[src/rtl/ext_sram_responder.sv]
// SRAM-side memory-block responder: claims word accesses in its address window and
// runs them as one or two 16-bit phases on an asynchronous external SRAM.
module ext_sram_responder #(
    parameter logic [31:0] BASE_ADDR   = 32'h8000_0000,
    parameter int unsigned ADDR_BITS   = 20,
    parameter int unsigned WAIT_CYCLES = 2
) (
    input  logic                 CLK,
    input  logic                 nRST,
    input  logic                 wen,
    input  logic [31:0]          addr,
    input  logic [31:0]          wdata,
    input  logic [3:0]           byte_en,
    output logic [31:0]          sram_rdata,
    output logic                 sram_wait,
    output logic                 sram_active,
    output logic [ADDR_BITS-2:0] sram_a,
    output logic [15:0]          sram_dq_out,
    input  logic [15:0]          sram_dq_in,
    output logic                 sram_dq_oe,
    output logic                 sram_ce_n,
    output logic                 sram_oe_n,
    output logic                 sram_we_n,
    output logic                 sram_lb_n,
    output logic                 sram_ub_n
);

    localparam int unsigned     PCW     = (WAIT_CYCLES < 1) ? 1 : $clog2(WAIT_CYCLES + 1);
    localparam logic [PCW-1:0]  PC_LAST = PCW'(WAIT_CYCLES);

    typedef enum logic [1:0] {ST_IDLE, ST_LO, ST_HI, ST_DONE} state_t;

    state_t                 state_q, state_d;
    logic [PCW-1:0]         pc_q, pc_d;
    logic                   wen_q, wen_d;
    logic [31:0]            wdata_q, wdata_d;
    logic [3:0]             be_q, be_d;
    logic [ADDR_BITS-3:0]   wa_q, wa_d;

    logic [31:0]            rdata_q;
    logic [ADDR_BITS-2:0]   a_q;
    logic [15:0]            dq_out_q;
    logic                   dq_oe_q, ce_n_q, oe_n_q, we_n_q, lb_n_q, ub_n_q;

    logic                   hit;
    logic                   phase_d, hi_d, wr_phase_d;
    logic [1:0]             be_half_d;
    logic                   cap_lo, cap_hi;
    logic                   unused_addr_lsbs;

    assign hit              = (addr[31:ADDR_BITS] == BASE_ADDR[31:ADDR_BITS]);
    assign unused_addr_lsbs = ^addr[1:0];

    always_comb begin
        state_d = state_q;
        pc_d    = pc_q;
        wen_d   = wen_q;
        wdata_d = wdata_q;
        be_d    = be_q;
        wa_d    = wa_q;
        case (state_q)
            ST_IDLE: begin
                pc_d = '0;
                if (hit) begin
                    wen_d   = wen;
                    wdata_d = wdata;
                    be_d    = byte_en;
                    wa_d    = addr[ADDR_BITS-1:2];
                    if (!wen || byte_en[1:0] != '0)
                        state_d = ST_LO;
                    else if (byte_en[3:2] != '0)
                        state_d = ST_HI;
                    else
                        state_d = ST_DONE;
                end
            end
            ST_LO, ST_HI: begin
                if (!hit) begin
                    state_d = ST_IDLE;
                    pc_d    = '0;
                end else if (pc_q == PC_LAST) begin
                    pc_d = '0;
                    if (state_q == ST_HI || (wen_q && be_q[3:2] == '0))
                        state_d = ST_DONE;
                    else
                        state_d = ST_HI;
                end else begin
                    pc_d = pc_q + 1'b1;
                end
            end
            ST_DONE: state_d = ST_IDLE;
            default: state_d = ST_IDLE;
        endcase
    end

    // Strobes are registered from the next state so each one is valid for the
    // whole cycle the FSM spends in the corresponding phase.
    assign phase_d    = (state_d == ST_LO) || (state_d == ST_HI);
    assign hi_d       = (state_d == ST_HI);
    assign wr_phase_d = phase_d && wen_d;
    assign be_half_d  = hi_d ? be_d[3:2] : be_d[1:0];

    assign cap_lo = (state_q == ST_LO) && hit && !wen_q && (pc_q == PC_LAST);
    assign cap_hi = (state_q == ST_HI) && hit && !wen_q && (pc_q == PC_LAST);

    always_ff @(posedge CLK or negedge nRST) begin
        if (!nRST) begin
            state_q  <= ST_IDLE;
            pc_q     <= '0;
            wen_q    <= 1'b0;
            wdata_q  <= '0;
            be_q     <= '0;
            wa_q     <= '0;
            rdata_q  <= '0;
            a_q      <= '0;
            dq_out_q <= '0;
            dq_oe_q  <= 1'b0;
            ce_n_q   <= 1'b1;
            oe_n_q   <= 1'b1;
            we_n_q   <= 1'b1;
            lb_n_q   <= 1'b1;
            ub_n_q   <= 1'b1;
        end else begin
            state_q  <= state_d;
            pc_q     <= pc_d;
            wen_q    <= wen_d;
            wdata_q  <= wdata_d;
            be_q     <= be_d;
            wa_q     <= wa_d;
            ce_n_q   <= !phase_d;
            oe_n_q   <= !(phase_d && !wen_d);
            we_n_q   <= !(wr_phase_d && (pc_d < PC_LAST));
            lb_n_q   <= wr_phase_d ? !be_half_d[0] : !phase_d;
            ub_n_q   <= wr_phase_d ? !be_half_d[1] : !phase_d;
            dq_oe_q  <= wr_phase_d;
            dq_out_q <= wr_phase_d ? (hi_d ? wdata_d[31:16] : wdata_d[15:0]) : '0;
            if (phase_d)
                a_q <= {wa_d, hi_d};
            if (cap_lo)
                rdata_q[15:0] <= sram_dq_in;
            if (cap_hi)
                rdata_q[31:16] <= sram_dq_in;
        end
    end

    assign sram_active = hit;
    assign sram_wait   = hit && (state_q != ST_DONE);
    assign sram_rdata  = rdata_q;
    assign sram_a      = a_q;
    assign sram_dq_out = dq_out_q;
    assign sram_dq_oe  = dq_oe_q;
    assign sram_ce_n   = ce_n_q;
    assign sram_oe_n   = oe_n_q;
    assign sram_we_n   = we_n_q;
    assign sram_lb_n   = lb_n_q;
    assign sram_ub_n   = ub_n_q;

endmodule

[config.mk]
export PLATFORM = sky130hd
export DESIGN_NAME = ext_sram_responder
export DESIGN_NICKNAME = d
export VERILOG_FILES = /design/src/rtl/ext_sram_responder.sv
export SDC_FILE = /design/constraint.sdc
export NUM_CORES = 1
export LEC_CHECK = 0
export ABC_AREA = 0
export CAP_MARGIN = 20
export CORE_MARGIN = 5
export CORE_UTILIZATION = 48
export CTS_CLUSTER_SIZE = 20
export DETAILED_ROUTE_END_ITERATION = 10
export PLACE_DENSITY = 0.79
export RECOVER_POWER = 100
export SLEW_MARGIN = 20
export SYNTH_ARGS = -nofsm -noshare
export SYNTH_HDL_FRONTEND = slang
export SYNTH_SLANG_ARGS = --single-unit
[constraint.sdc]
create_clock -name CLK -period 3.1 [get_ports CLK]
set_input_delay 0.93 -clock CLK [delete_from_list [all_inputs] [get_ports CLK]]
set_output_delay 0.93 -clock CLK [all_outputs]
set_load 0.01 [all_outputs]
After elaboration in Yosys (flattened, before gate mapping)
Index checks and enable logic that the tools add are counted.
{"block": "totals", "word_cells": 76, "in_bits": 87, "register_bits": 132}
{"block": "op_classes", "muxes": 23, "n_addsub": 1, "reduce_logical": 27, "eq_ne": 8, "magnitude_cmp": 1}
{"operator": "two-way mux 32 bit", "count": 2}
{"operator": "two-way mux 18 bit", "count": 2}
{"operator": "two-way mux 16 bit", "count": 2}
{"operator": "two-way mux 2 bit", "count": 7}
{"operator": "== test 12 bit (second input constant)", "count": 1}
{"operator": "logical AND 1 bit", "count": 11}
{"operator": "== test 2 bit (second input constant)", "count": 4}
{"operator": "zero test 1 bit", "count": 8}
{"operator": "two-way mux 4 bit", "count": 2}
{"operator": "two-way mux 1 bit", "count": 6}
{"operator": "one-hot mux 2 bit (3 select lines)", "count": 1}
{"operator": "== test 2 x 1 -> 1 bit (second input constant)", "count": 2}
{"operator": "zero test 2 bit", "count": 2}
{"operator": "one-hot mux 2 bit (2 select lines)", "count": 1}
{"operator": "nonzero test 2 bit", "count": 2}
{"operator": "logical OR 1 bit", "count": 3}
{"operator": "adder 2 x 1 -> 2 bit (second input constant)", "count": 1}
{"operator": "< comparator 2 bit (second input constant)", "count": 1}
{"operator": "!= test 2 bit (second input constant)", "count": 1}
{"operator": "OR reduction 2 bit", "count": 1}

Longest topological paths before layout
Gate-level depths: netlist of run 1.
{"block": "depth", "word_depth": 12, "depth_mapped": 12}

Least setup slack after synthesis of run 1
No wires, ideal clock.
{"block": "synth_timing", "path_kind": "input to register", "start": "input port addr[21]", "end": "register dq_out_q[3] (netlist: sram_dq_out[3])", "setup_ns": 0.146, "n_path_buf": 3, "path_slack_ns": -0.139, "t_arrival_ns": 3.093, "required_time_ns": 2.954, "cell_stages": 11, "path_cell_list": "nor4_2 nand3_2 clkinv_2 mux2i_1 o22a_1 ha_1 buf_2 buf_2 buf_2 mux2i_1 a211oi_2"}
{"block": "synth_via", "elab_chain_cells": 7}
{"item": "start, declared", "line_no": "11", "text": "input logic [31:0] addr,"}
{"item": "== test 12 bit *", "line_no": "51", "text": "assign hit = (addr[31:ADDR_BITS] == BASE_ADDR[31:ADDR_BITS]);"}
{"item": "named net sram_active", "line_no": "16", "text": "output logic sram_active,"}
{"item": "two-way mux 2 bit, on equally long branches", "line_no": "78, 64"}
{"item": "one-hot mux 2 bit (3 select lines) *", "line_no": "61", "text": "case (state_q)"}
{"item": "== test 2 bit *", "line_no": "99", "text": "assign hi_d = (state_d == ST_HI);"}
{"item": "named net hi_d", "line_no": "46", "text": "logic phase_d, hi_d, wr_phase_d;"}
{"item": "logical OR 1 bit", "line_no": "98", "text": "assign phase_d = (state_d == ST_LO) || (state_d == ST_HI);"}
{"item": "logical AND 1 bit", "line_no": "100", "text": "assign wr_phase_d = phase_d && wen_d;"}
{"item": "two-way mux 16 bit *", "line_no": "136", "text": "dq_out_q <= wr_phase_d ? (hi_d ? wdata_d[31:16] : wdata_d[15:0]) : '0;"}
{"item": "end signal, assigned", "line_no": "136"}
{"item": "end, declared", "line_no": "42", "text": "logic [15:0] dq_out_q;"}
The timed path passes the listed nets; every way through them passes the cells marked *.
A chain may end at the register's enable or synchronous reset.

Final worst setup path of run 1
{"block": "layout_timing", "start": "input port addr[29]", "end": "output port sram_wait"}
{"block": "layout_via", "elab_chain_cells": 2}
{"item": "== test 12 bit", "line_no": "51"}
{"item": "logical AND 1 bit", "line_no": "147", "text": "assign sram_wait = hit && (state_q != ST_DONE);"}
{"item": "end, declared", "line_no": "15", "text": "output logic sram_wait,"}
Every way passes these cells.

==> key figures, run 1 <==
Synth
  – Syn_nets: 544
  – Yosys warnings: 0
  – Synth cell types: 38
  – Most common cell in the netlist: dfrtp_1
  – Synthesized area per cell: 12.8 sq um
  – Cell Area, Synth: 0.00575 sq mm
  – #FFs+latches synth: 132
  – Leading area contributor after synthesis: dfrtp_1
  – Sequential-to-total area share from yosys stat: 0.575
  – Yosys top cell area share: 0.552
  – Post-synth EDFFs: 0
  – Area contributors post-synth: dfrtp_1, mux2_2, nand2_1
  – Post-Syn Instances: 451
  – Top FF cell, synth: dfrtp_1
  – List of most frequent post-synthesis cells: dfrtp_1, nand2_1, mux2_2, mux2i_1
  – Async SR Flop Fraction: 1.00

Clock network
  – Clock transition at path regs: 0.05 ns
  – Clk Latency, worst-skew pair: 0.41 ns
  – Root Driver: clkbuf_16
  – Clock buffer depth: 2
  – CTS Sinks: 132
  – H-tree depth: 4
  – Hold_buf cts: 0
  – CTS tree: yes
  – CTS Buf Count: 17

Detailed routing
  – DRC viols: 0
  – Post-Route WL: 13000 um
  – Vias: 4052
  – Routed wire per std cell: 16.3 um
  – Drt initial violations: 174
  – Detail Route Antenna Nets: 0
  – Vias per cell: 5.08
  – DRT Pass-1 Iters: 4

Cells and area
  – Fin cells: approximately 800
  – Area growth syn-to-layout: 44.7%
  – Util after Layout: 0.702
  – Ant diodes: 0
  – # nets final: 730
  – Layout cell share with drive strength beyond 1: 0.240

Critical path
  – Critical-path maximum fanout: 3
  – RR Startpoint: state_q[0]
  – Critical Path RT: roughly 2.2 ns
  – Crit start category: primary input
  – Crit Path Category: in2out
  – Critical Path End Type: output pin
  – Crit path DAT: 2.08 ns
  – Critical path startpoint: addr[29]
  – Worst reg2reg setup slack: 0.67 ns

Global routing
  – First-pass GRT wire length: approximately 21000 um
  – Initial antenna violation count: 0
  – Total track usage: 0.187
  – Largest net degree at the start of global routing: 53
  – GR Overflow Total: 0
  – Vias in the first global route: 4282

Hold path
  – Worst min path class: reg2reg
  – Worst Hold Launch: wdata_q[0]

STA
  – Fin crit share: 0.972
  – Final slew viol count: 31
  – Setup Total Neg Slack: 0 ns
  – Period minus WS final: 3.01 ns
  – Final WS setup: 0.0860 ns
  – Hold Fails Final Rpt: 0
  – Final clock skew: 0.00793 ns
  – Max Freq: 332 MHz
  – Unrepaired setup endpoints after global routing: no
  – # setup viols final: 0
  – Hold slack: 0.458 ns
  – Worst Tran Pin Value: 1.56 ns
  – Slew Limit Headroom: -0.0402

Floorplan
  – Core area: approximately 0.012 sq mm
  – Num rows: 40
  – Die width: 119 um
  – Die ar.: ~0.014 sq mm
  – Initial Util: 0.485
  – Die H: 119 um
  – IO Count: 162

Placement
  – Placed cells: 760
  – DP Worst Slack: -0.442 ns
  – Final Wtd Congestion: 0.811
  – PortBufs: 159
  – DP HPWL: between 9000 and 10000 um

Flow run
  – Max cap viols: 1

Power
  – Max rail drop VDD: 352 uV
  – Pwr dens: 463 mW/mm^2
  – Leakage: 4.30 nW

Outcome
  – Status: complete, but fails checks
  – Violated checks: capacitance limit, slew limit
[critical path, cell delays in order]
cell and delay, ns:
clkdlybuf4s50_1 0.46, nor4_4 0.28, nand3_2 0.15, nor2_1 0.12, buf_2 0.15
[metal layers]
layer / wire length [um] / global-route usage / up-vias
li1: - / - / 1938
met1: 5410 / 0.223 / 1986
met2: 6700 / 0.321 / 111
met3: 680 / 0.0523 / 17
met4: 204 / 0.0716 / 0
met5: 0 / 0 / -
[repair_timing]
item	in CTS	in global routing
setup buffers	3	2
gates resized for setup	12	11
pin swaps	3	6
endpoints found under the setup margin	12	32
[state kept, by name, summed over array words and instances, names as in the netlist]
register	cells
sram_rdata	32
wdata_q	32
sram_a	19
wa_q	18
sram_dq_out	16
be_q	4
pc_q	2
state_q	2
sram_ce_n	1
sram_dq_oe	1
sram_lb_n	1
sram_oe_n	1
sram_ub_n	1
sram_we_n	1
wen_q	1
[metrics by stage]
stage               cell area (sq um)  power (mW)
global placement                 7670        1.96
global route                     8320        4.00
finish                           8320        3.86
floorplan                        5770        1.79
detailed placement               7670        1.97
CTS                              8290        3.91
[final timing paths]
kind,end,cells after the start
setup / recovery,sram_wait,5
hold / removal,wdata_q[0],2
setup reg to reg,sram_lb_n,9
hold reg to reg,wdata_q[0],2
max in group asynchronous,wa_q[11],2
min in group asynchronous,wdata_q[20],1
[logic make-up after synthesis]
logic type | after synthesis | synth area share
AND/OR/NAND/NOR | 147 | 0.121
buffers and inverters | 30 | 0.0320
adder cells (fa/ha/maj) | 6 | 0.0130
multiplexers | 93 | 0.191
AO/OA/AOI/OAI | 43 | 0.0676
flip-flops | 132 | 0.575
[placed cells by master, fill, tap and decap left out, drive strengths merged, types with 2 or more instances in the layout]
cell type,count
a21oi,2
clkdlybuf4s50,77
nor4b,2
bufinv,2
nor2b,19
dfrtp,127
inv,4
a211oi,32
nand4b,2
and3,2
buf,31
dlygate4sd3,73
clkbuf,27
clkinv,7
dlymetal6s2s,5
mux2i,22
nor2,3
dfstp,5
clkinvlp,2
mux2,71
nand2,111
ha,6
nor4,2
a311o,2
nand3,3
[power breakdown]
part	switching, mW	total [mW]	internal, mW
Sequential	0.00333	1.74	1.73
Clock	0.682	1.92	1.24
Combinational	0.0834	0.202	0.119
[final cells by class]
class	count	area, sq um
Inverter	5	20.0
Timing Repair Buffer	192	1900
Fill cell	821	3540
Multi-Input combinational cell	289	2330
Tap cell	147	184
Clock inverter	10	105
Clock buffer	22	474
Sequential cell	132	3310
(Power assumes the default switching activity.)
==> run 2: changes to the inputs <==
--- a/config.mk
+++ b/config.mk
@@ -9,6 +9,7 @@
 export CAP_MARGIN = 20
 export CORE_MARGIN = 5
 export CORE_UTILIZATION = 48
+export CTS_CLUSTER_DIAMETER = 150
 export CTS_CLUSTER_SIZE = 20
 export DETAILED_ROUTE_END_ITERATION = 10
 export PLACE_DENSITY = 0.79
==> results of run 2 <==
Final layout, timing and power as in run 1 (identical DEF).
